[src/rtl/bin_to_bcd_seq.sv]
// Sequential signed-binary to 3-digit BCD converter (shift-and-add-3) for the display path.
// Minus sign is 4'hF, blank digit is 4'hA, and an out-of-range value shows as "---" (12'hFFF).
module bin_to_bcd_seq #(
    parameter int IN_W     = 11,
    parameter bit BLANK_LZ = 1'b1
) (
    input  logic            CLK,
    input  logic            RST,
    input  logic            i_start,
    input  logic [IN_W-1:0] i_bin,
    output logic            o_busy,
    output logic            o_done,
    output logic [11:0]     o_bcd,
    output logic            o_ovf,
    output logic            o_ce
);

    localparam int CNT_W = ($clog2(IN_W + 1) < 4) ? 4 : $clog2(IN_W + 1);
    localparam logic signed [IN_W-1:0] MIN_V = IN_W'(-99);
    localparam logic signed [IN_W-1:0] MAX_V = IN_W'(999);
    localparam logic [3:0] BLANK = 4'hA;
    localparam logic [3:0] MINUS = 4'hF;

    typedef enum logic [1:0] {IDLE, SHIFT, DONE} state_t;

    state_t            state, state_nxt;
    logic              sign;
    logic              valid;
    logic [IN_W-1:0]   mag;
    logic [11:0]       bcd;
    logic [CNT_W-1:0]  cnt;

    logic              in_range;
    logic [IN_W-1:0]   abs_in;
    logic [11:0]       adj;
    logic [11:0]       bcd_shift;
    logic [IN_W-1:0]   mag_shift;
    logic [11:0]       fmt;

    assign in_range = ($signed(i_bin) >= MIN_V) && ($signed(i_bin) <= MAX_V);
    // The most negative input maps to 2^(IN_W-1), which still fits as an unsigned IN_W value.
    assign abs_in   = i_bin[IN_W-1] ? (~i_bin + IN_W'(1)) : i_bin;

    always_comb begin
        // NOTE: every combinational output gets a default first so no path can infer a latch.
        adj = bcd;
        for (int i = 0; i < 3; i++) begin
            if (adj[4*i +: 4] >= 4'd5) adj[4*i +: 4] = adj[4*i +: 4] + 4'd3;
        end
        bcd_shift = {adj[10:0], mag[IN_W-1]};
        mag_shift = {mag[IN_W-2:0], 1'b0};
    end

    // Digit substitution: sign, leading-zero blanking and the overflow pattern.
    always_comb begin
        fmt = bcd;
        if (!valid) begin
            fmt = {MINUS, MINUS, MINUS};
        end else if (sign) begin
            if (BLANK_LZ && bcd[7:4] == 4'd0) fmt = {BLANK, MINUS, bcd[3:0]};
            else                              fmt = {MINUS, bcd[7:0]};
        end else if (BLANK_LZ && bcd[11:8] == 4'd0) begin
            fmt[11:8] = BLANK;
            if (bcd[7:4] == 4'd0) fmt[7:4] = BLANK;
        end
    end

    always_comb begin
        state_nxt = state;
        case (state)
            IDLE:    if (i_start) state_nxt = SHIFT;
            SHIFT:   if (cnt == CNT_W'(IN_W - 1)) state_nxt = DONE;
            DONE:    state_nxt = IDLE;
            default: state_nxt = IDLE;
        endcase
    end

    // NOTE: sequential state uses non-blocking assignments so every register samples pre-edge values.
    always_ff @(posedge CLK or negedge RST) begin
        if (!RST) state <= IDLE;
        else      state <= state_nxt;
    end

    always_ff @(posedge CLK or negedge RST) begin
        if (!RST) begin
            sign   <= 1'b0;
            valid  <= 1'b0;
            mag    <= '0;
            bcd    <= '0;
            cnt    <= '0;
            o_done <= 1'b0;
            o_bcd  <= {BLANK, BLANK, BLANK};
            o_ovf  <= 1'b0;
            o_ce   <= 1'b0;
        end else begin
            o_done <= 1'b0;
            case (state)
                IDLE: if (i_start) begin
                    sign  <= i_bin[IN_W-1];
                    valid <= in_range;
                    mag   <= abs_in;
                    bcd   <= '0;
                    cnt   <= '0;
                end
                SHIFT: begin
                    bcd <= bcd_shift;
                    mag <= mag_shift;
                    cnt <= cnt + CNT_W'(1);
                end
                DONE: begin
                    o_bcd  <= fmt;
                    o_ovf  <= !valid;
                    o_done <= 1'b1;
                    o_ce   <= 1'b1;
                end
                default: ;
            endcase
        end
    end

    assign o_busy = (state != IDLE);

endmodule

[config.mk]
export PLATFORM = sky130hd
export DESIGN_NAME = bin_to_bcd_seq
export DESIGN_NICKNAME = d
export VERILOG_FILES = /design/src/rtl/bin_to_bcd_seq.sv
export SDC_FILE = /design/constraint.sdc
export NUM_CORES = 1
export LEC_CHECK = 0
export ABC_CLOCK_PERIOD_IN_PS = 1900
export CORE_MARGIN = 5
export CORE_UTILIZATION = 55
export DETAILED_ROUTE_END_ITERATION = 8
export MAX_ROUTING_LAYER = met4
export PLACE_DENSITY_LB_ADDON = 0.25
export SETUP_SLACK_MARGIN = 0.02
export SLEW_MARGIN = 10
export SYNTH_ARGS = -nofsm -noshare
export SYNTH_HDL_FRONTEND = slang
export SYNTH_SLANG_ARGS = --single-unit
[constraint.sdc]
create_clock -name CLK -period 1.9 [get_ports CLK]
set_input_delay 0.19 -clock CLK [delete_from_list [all_inputs] [get_ports CLK]]
set_output_delay 0.19 -clock CLK [all_outputs]
set_load 0.005 [all_outputs]
=== Word-level counts from Yosys, hierarchy flattened ===
Cells that the tools add are included.
Widths: inputs -> output; s select.

* Word-level logic and storage cells: 56
* Flip-flop bits (word level): 46
* Output and inout port bits: 16
* Input port bits: 14

* $lt $le $gt $ge: 5
* Bitwise logic cells: 1
* $add $sub $neg: 5
* Mux-type cells: 20
* Reduce and logical (&&, ||, !) cells: 10
* Equal/unequal tests: 5

{| class="wikitable"
|+ Operators with widths
! operator !! number
|-
| $mux 11 || 3
|-
| $mux 12 || 2
|-
| $pmux 12 s2 || 1
|-
| $pmux 11 s2 || 1
|-
| $mux 4 || 5
|-
| $mux 8 || 2
|-
| $ge 4x3->1 const B || 3
|-
| $add 11x1->11 const B || 1
|-
| $ge 11x8->1 const B || 1
|-
| $le 11x11->1 const B || 1
|-
| $not 11->11 || 1
|-
| $add 4x2->4 const B || 2
|-
| $logic_not 4->1 || 2
|-
| $pmux 4 s2 || 1
|-
| $reduce_and 2->1 || 3
|-
| $add 4x1->4 const B || 1
|-
| $eq 4x4->1 const B || 1
|-
| $mux 2 || 2
|-
| $ne 2x2->1 const B || 2
|-
| $pmux 2 s2 || 1
|-
| $reduce_bool 2->1 || 2
|-
| $add 3x2->3 const B || 1
|-
| $mux 3 || 1
|-
| $eq 2x1->1 const B || 1
|-
| 5 further kinds || 5
|}

=== Logic depth before layout (Yosys ltp) ===
* Depth in word-level cells: 5
* Mapped depth: 7
* Depth with buffers taken out: 6

=== Least setup slack after synthesis ===
Ideal clock, no wire load.

* Path type: reg2reg
* Start: register state[1]
* End: register mag[10]
* Data required time: 1824 ps
* Period minus slack after synthesis: 1539 ps
* Setup time: 76 ps
* Setup slack: 361 ps
* Buffers on the path: 1
* Cell stages (with the launch flop): 5
* Arrival: 1463 ps
* Path through: dfrtp_1 buf_6 or3b_1 or4b_1 o21ai_1

* Cells in the longest elaborated chain, start to end: 3
* Elaborated cells on any way between the ends: 6
* Those cells by class: eq/ne: 2; mux: 1; reduce/logical: 3

{| class="wikitable"
|+ Ends and longest elaborated chain
! element !! line !! RTL
|-
| start: declaration || 26 || <nowiki>state_t state, state_nxt;</nowiki>
|-
| start signal: assignment || 81 || <nowiki>else state <= state_nxt;</nowiki>
|-
| $eq 2x1->1 or $logic_not 2->1 (tied branches) || 97 || <nowiki>case (state)</nowiki>
|-
| $reduce_bool 2->1 (no source line) or $ne 2x2->1 (tied branches) || - ||
|-
| $reduce_and 2->1 (no source line) || - ||
|-
| end signal: assignment || 101 || <nowiki>mag <= abs_in;</nowiki>
|-
| end signal: assignment || 107 || <nowiki>mag <= mag_shift;</nowiki>
|-
| end: declaration || 29 || <nowiki>logic [IN_W-1:0] mag;</nowiki>
|}

Parallel ways exist; a longest one is shown, timed or not.
A chain may end at the register's enable or synchronous reset.

=== Final worst setup path ===
* Start: input i_bin[1]
* End: register mag[8]

* Cells in the longest elaborated chain, start to end: 5

{| class="wikitable"
|+ Ends and longest elaborated chain
! element !! line !! RTL
|-
| start: declaration || 10 || <nowiki>input logic [IN_W-1:0] i_bin,</nowiki>
|-
| $not 11->11 || 42 || <nowiki>assign abs_in = i_bin[IN_W-1] ? (~i_bin + IN_W'(1)) : i_bin;</nowiki>
|-
| $add 11x1->11 || 42 ||
|-
| $mux 11 || 42 ||
|-
| $mux 11 || 98 || <nowiki>IDLE: if (i_start) begin</nowiki>
|-
| $pmux 11 s2 || 97 ||
|}

No other way between the ends. The select of a mux whose other input is x is not followed.

==> run_results.csv <==
group,metric,value,unit
clock_tree,htreeDepth,2,
cells_and_area,fillCellCount,367,
cells_and_area,multi_input_area,1150,sq um
clock_tree,cts_sinks,46,
yosys,syn_avg_cell_area,9.73,sq um
critical_path,path_max_fanout,3,
yosys,synth_cell_type_count,48,
detailed_routing,first_pass_iters,4,
cells_and_area,diodes,0,
critical_path,arrival,1.95,ns
sta,worstMarginPinSlew,0.533,ns
global_routing,grt_pass1_vias,1914,
yosys,synth.area.top_cells,"dfrtp_1 (41%), o21ai_0 (6.8%), dfstp_2 (6.5%)",
detailed_routing,finalWirelength,4900,microns
cells_and_area,nets,322,
clock_tree,insertion_delay,0.30,ns
cells_and_area,drive_gt1_share,13.1,%
yosys,yosys_warnings,0,
power,max-vdd-ir-drop,0.000497,V
yosys,netlist_instances,251,
global_routing,grt_usage,18.3,%
critical_path,worstPathRequired,2.08,ns
floorplanning,placementRows,24,
critical_path,critPathLaunchType,"primary input",
sta,slew_viol_final,0,
yosys,synth_area,2440,sq um
floorplanning,dieArea,5870,sq um
critical_path,ff2ff_setup_slack,0.21,ns
yosys,synth.top_cell.area_share,41.0,%
yosys,ys_seq_area_share,47.5,%
floorplanning,die_h,76.6,microns
clock_tree,cts_hold_buffers,1,
power,power.density,1390,nW/um^2
yosys,ys.flop_type,"dfrtp_1",
global_routing,grt-ovfl-total,0,
power,power_leakage,1.28,nW
global_routing,antenna_found_initial,0,
placed_design,gp_congestion,0.854,
clock_tree,path_clk_slew,0.09,ns
critical_path,path_class,"primary input to flip-flop",
power,power,0.00417,W
critical_path,r2r_start,"bcd[4]",
critical_path,cp_slowest_cell,"or4b_1",
cells_and_area,fin_util,69.2,%
cells_and_area,layout_common_cells,"dfrtp_1 (40), o21ai_0 (33), clkdlybuf4s50_1 (28)",
clock_tree,root_buffer,"clkbuf_8",
sta,rsz0062_at_grt,"false",
yosys,synth-seq-cells,46,
detailed_routing,num_vias,1962,
clock_tree,cts_buffers,5,
clock_tree,ctsLongestPathBuffers,2,
cells_and_area,area_growth,22.5,%
placed_design,hpwl,3730,microns
critical_path,rr_worst_depth,6,
sta,setup_slack,0.131,ns
sta,max_freq,565,MHz
sta,fin_crit_sh,93.1,%
placed_design,dp_slack,-0.191,ns
outcome,outcome,"finished clean",
job,max_cap_violations,0,
detailed_routing,vias_per_cell,5.61,
cells_and_area,regArea,1160,sq um
clock_tree,cts_resized,0,
critical_path,cp-end-kind,"flip-flop",
yosys,syn_nets,276,
detailed_routing,wl_per_cell,14.0,microns
sta,slew_headroom,64.5,%
global_routing,grt_pass1_wl,8590,microns
sta,finalHoldViolCount,0,
critical_path,r2r-end,"bcd[6]",
hold_path,worstHoldPathType,"primary input to async pin",
yosys,synth_edf_count,0,
detailed_routing,drc,0,
critical_path,crit_path_cell_trace,"clkdlybuf4s50_1, inv_1, ha_1, or4b_1, o41ai_1, xor2_1, o21ai_1",
yosys,async_flop_share,100,%
floorplanning,pin_count,30,
global_routing,grt_start_max_net_pins,25,
floorplanning,design.core.area,4320,sq um
floorplanning,die_x,76.6,microns
clock_tree,cts_tree,"yes",
yosys,yosys.area.top_type,"dfrtp_1",
floorplanning,start_util,56.5,%
sta,fin_crit,1.77,ns
critical_path,slowest_delay,0.49,ns
cells_and_area,final_common_cell,"dfrtp_1",
sta,fin_skew,0.00842,ns
placed_design,port_buffers,29,
sta,setup_viol,0,
detailed_routing,ant_nets,0,
clock_tree,cts_setup_buffers,0,
detailed_routing,drt_iter0_markers,74,
-- registers in the layout (all words and copies together) (netlist names), 2 cells and up --
| register | cells |
|---|---|
| bcd | 12 |
| o_bcd | 12 |
| mag | 11 |
| cnt | 4 |
| state | 2 |
-- synth_stat cells (2+ instances only) --
cell type  number
o31ai_1         5
dfstp_2         6
o41ai_1         2
ha_1           11
o21ai_0        33
a31oi_1         6
nor3b_1         3
inv_1          17
a21oi_1         5
or4b_1          2
a32o_1          2
mux2_2          3
xnor2_1         6
a22oi_1         7
nor4b_1         2
dfrtp_1        40
o21ai_1         2
buf_6           2
nand2_1        17
nand2b_1        7
and2_1          2
nor2_1         11
nor3_1          3
a22o_1          3
nand3_1        16
o22a_1          2
clkbuf_1        9
nor2b_1         2
xor2_1          6
-- cell type report --
| type | instances | share of cell area, % |
|---|---|---|
| sequential | 46 | 38.7 |
| multi-input combinational | 175 | 38.6 |
| timing repair buffer | 51 | 15.6 |
| clock buffer | 8 | 2.68 |
| inverter | 18 | 2.26 |
| tap | 52 | 2.18 |
-- metal layers --
layer,track usage (%),share of wire [%]
met1,22.1,47
met2,30.3,48
met3,4.02,3.6
met4,6.29,1.7
met5,-,0
-- through the flow --
step	hold WS [ns]	TNS, ns	cell area (sq um)	cells
after floorplan	-0.106	0	2440	251
after detailed placement	0.203	-0.575	2900	341
final	0.393	0	2990	350
after global routing	0.458	0	2990	350
after CTS	0.420	0	2990	350
after global placement	0.199	-0.253	2900	341
-- report_power, final --
group / internal (W) / switching (W)
Sequential: 0.00142 / 0.000325
Combinational: 0.000948 / 0.000893
Clock: 0.000262 / 0.000320
-- cell families (layout without fill, tap and decap cells) --
| family | after synthesis | in the layout | synth area share (%) |
|---|---|---|---|
| DFF | 46 | 46 | 47.5 |
| muxes | 4 | 4 | 1.79 |
| xor gates and xnor gates | 12 | 12 | 4.31 |
| and+or+nand+nor | 73 | 73 | 15.9 |
| adders and majority gates | 11 | 11 | 5.64 |
| AOI/OAI and AO/OA | 75 | 75 | 19.6 |
| buffers and inverters | 30 | 77 | 5.28 |
-- worst max-delay path by stage --
stage / startpoint / to / cells after the start
CTS: i_bin[1] / mag[8] / 7
global route: i_bin[0] / mag[8] / 7
finish: i_bin[1] / mag[8] / 7
detailed placement: i_bin[1] / mag[8] / 7
global placement: i_bin[1] / mag[8] / 7
floorplan: state[1] / mag[10] / 4
-- worst max-delay path, delay by kind of cell --
kind / cells / cell delay [ns]
adders and majority gates: 1 / 0.19
AOI/OAI and AO/OA: 2 / 0.42
xor gates and xnor gates: 1 / 0.18
buffers and inverters: 2 / 0.50
and+or+nand+nor: 1 / 0.49
No activity file was read; power rests on OpenSTA's default activity.
==> RTL change (same flow settings) <==
Register the inputs `i_start` and `i_bin` before use. The logic sees them one clock later.
--- a/src/rtl/bin_to_bcd_seq.sv
+++ b/src/rtl/bin_to_bcd_seq.sv
@@ -25,2 +25,10 @@
 
+    logic i_start_q;
+    logic [IN_W-1:0] i_bin_q;
+
+    always_ff @(posedge CLK) begin
+        i_start_q <= i_start;
+        i_bin_q   <= i_bin;
+    end
+
     state_t            state, state_nxt;
@@ -39,5 +47,5 @@
 
-    assign in_range = ($signed(i_bin) >= MIN_V) && ($signed(i_bin) <= MAX_V);
+    assign in_range = ($signed(i_bin_q) >= MIN_V) && ($signed(i_bin_q) <= MAX_V);
     // The most negative input maps to 2^(IN_W-1), which still fits as an unsigned IN_W value.
-    assign abs_in   = i_bin[IN_W-1] ? (~i_bin + IN_W'(1)) : i_bin;
+    assign abs_in   = i_bin_q[IN_W-1] ? (~i_bin_q + IN_W'(1)) : i_bin_q;
 
@@ -70,3 +78,3 @@
         case (state)
-            IDLE:    if (i_start) state_nxt = SHIFT;
+            IDLE:    if (i_start_q) state_nxt = SHIFT;
             SHIFT:   if (cnt == CNT_W'(IN_W - 1)) state_nxt = DONE;
@@ -97,4 +105,4 @@
             case (state)
-                IDLE: if (i_start) begin
-                    sign  <= i_bin[IN_W-1];
+                IDLE: if (i_start_q) begin
+                    sign  <= i_bin_q[IN_W-1];
                     valid <= in_range;
Function: changed (a bounded check fails within 4 cycles, from zero or initial values and one cycle with RST low).
==> RTL change against the unedited design <==
  * Worst setup slack worse by 9.2 ps
  * Global-route usage up 1.3 points
  * Die area up 7.0%
  * Utilization up 0.34 points
  * Critical endpoint is now bcd[6]$_DFFE_PN0P_
  * Count of clock-buffer cells in the layout up 8
  * Register-to-register slack worse by 90 ps
  * Critical path type is now flop to flop
  * Final area up 9.0%
  * Sequential cell count up 12
  * Wire length up 8.5%
  * Non-clock buffer count down 11
  * Total power up 23%
  * Final cell count up 1.4%
  * Synthesized area up 8.0%
==> RTL change: results (changes against the unedited design) <==
{| class="wikitable"
! Metric !! Value
|-
| Status || finished, final reports clean
|-
| Starting DRC count in detailed routing || 159 (+110%)
|-
| Worst slack at placement || 208 ps (+399 ps)
|-
| Global routing usage summed across all routing layers || 0.196 (+0.0128)
|-
| Type of the most critical hold path || primary input to flop
|-
| Worst slew margin || 0.701 (+0.0565)
|-
| Max IR drop VDD || 0.657 mV (+32%)
|-
| Maximum number of pins on one net before global-route repair || 28 (+12%)
|-
| Adder and majority gate portion of the synthesized area || 0.0522 (-0.00420)
|-
| Met2 usage in global routing || 0.324 (+0.0210)
|-
| Post-layout power || 5110 µW (+23%)
|-
| Crit path max-delay cell type || dfrtp_1
|-
| CTS clk-pin slew, worst paths || 60 ps (-30 ps)
|-
| Most used standard cells in the synthesized netlist || dfrtp_1 (40), o21ai_0 (30), nor2_1 (20), nand2_1 (15)
|-
| Leakage Power || 0.00142 µW (+10%)
|-
| # placed instances || 338 (-0.88%)
|-
| Fraction of registers with async set or reset after synthesis || 0.793 (-0.207)
|-
| Min Clock Period, post-route || 1780 ps (+9.23 ps)
|-
| Largest incremental delay on the critical path || 430 ps (-60 ps)
|-
| Post-layout net count || 321 (-0.31%)
|-
| Layout cell share with drive strength beyond 1 || 0.133 (+0.00202)
|-
| Cell types with the largest area share after synthesis || dfrtp_1 (38%), dfxtp_1 (9.1%), dfstp_2 (6.0%), o21ai_0 (5.7%), ha_1 (5.2%)
|-
| DPL Wire Length || 3720 µm (-0.12%)
|-
| Xor/xnor share of the synthesized area || 0.0398 (-0.00321)
|-
| Total nets after synthesis || 282 (+2.2%)
|-
| Portion of the post-synthesis area used by sequential elements || 0.530 (+0.0557)
|-
| Global-route wire length before repair || 9270 µm (+8.0%)
|-
| H-tree level count || 3 (+1)
|-
| Final Hold Slack || 295 ps (-98.3 ps)
|-
| Met3 track demand over resource in global routing || 0.0397 (-0.000507)
|-
| Post-synthesis mux area share || 0.0199 (+0.00198)
|-
| Wire length on met1 || 2340 µm (+1.4%)
|-
| Sequential Power Share || 0.409 (-0.010)
|-
| DR WL/cell || 15.0 µm (+7.0%)
|-
| Via count of the first global-routing pass || 2038 (+6.5%)
|-
| TritonCTS Buffers || 9 (+4)
|}
-- RTL change: final cells by class --
cell class	count	area share
multi-input cells	173	0.349
inverters	14	0.0161
well taps	54	0.0207
repair buffers	40	0.117
flip-flops and latches	58	0.429
clock buffers	16	0.0675
-- RTL change: kinds of logic (layout without fill, tap and decap cells) --
logic type / count (synthesis) / count (layout)
flip-flops: 58 / 58
multiplexers: 5 / 5
adder cells (fa/ha/maj): 11 / 11
XOR/XNOR: 12 / 12
AND/OR/NAND/NOR: 74 / 74
AO/OA/AOI/OAI: 71 / 71
buffers and inverters: 26 / 70
-- RTL change: timing repair --
item	CTS	global route
endpoints found under the hold margin	13	0
endpoints found under the setup margin	0	1
hold buffers	1	0
resized for setup	0	1
-- RTL change: critical path, delay by kind of cell, from the launching register on --
kind,cells,cell delay [ps]
buffers and inverters,1,110
adder cells (fa/ha/maj),1,280
AND/OR/NAND/NOR,1,100
multiplexers,1,370
AO/OA/AOI/OAI,2,410
flip-flops,1,430
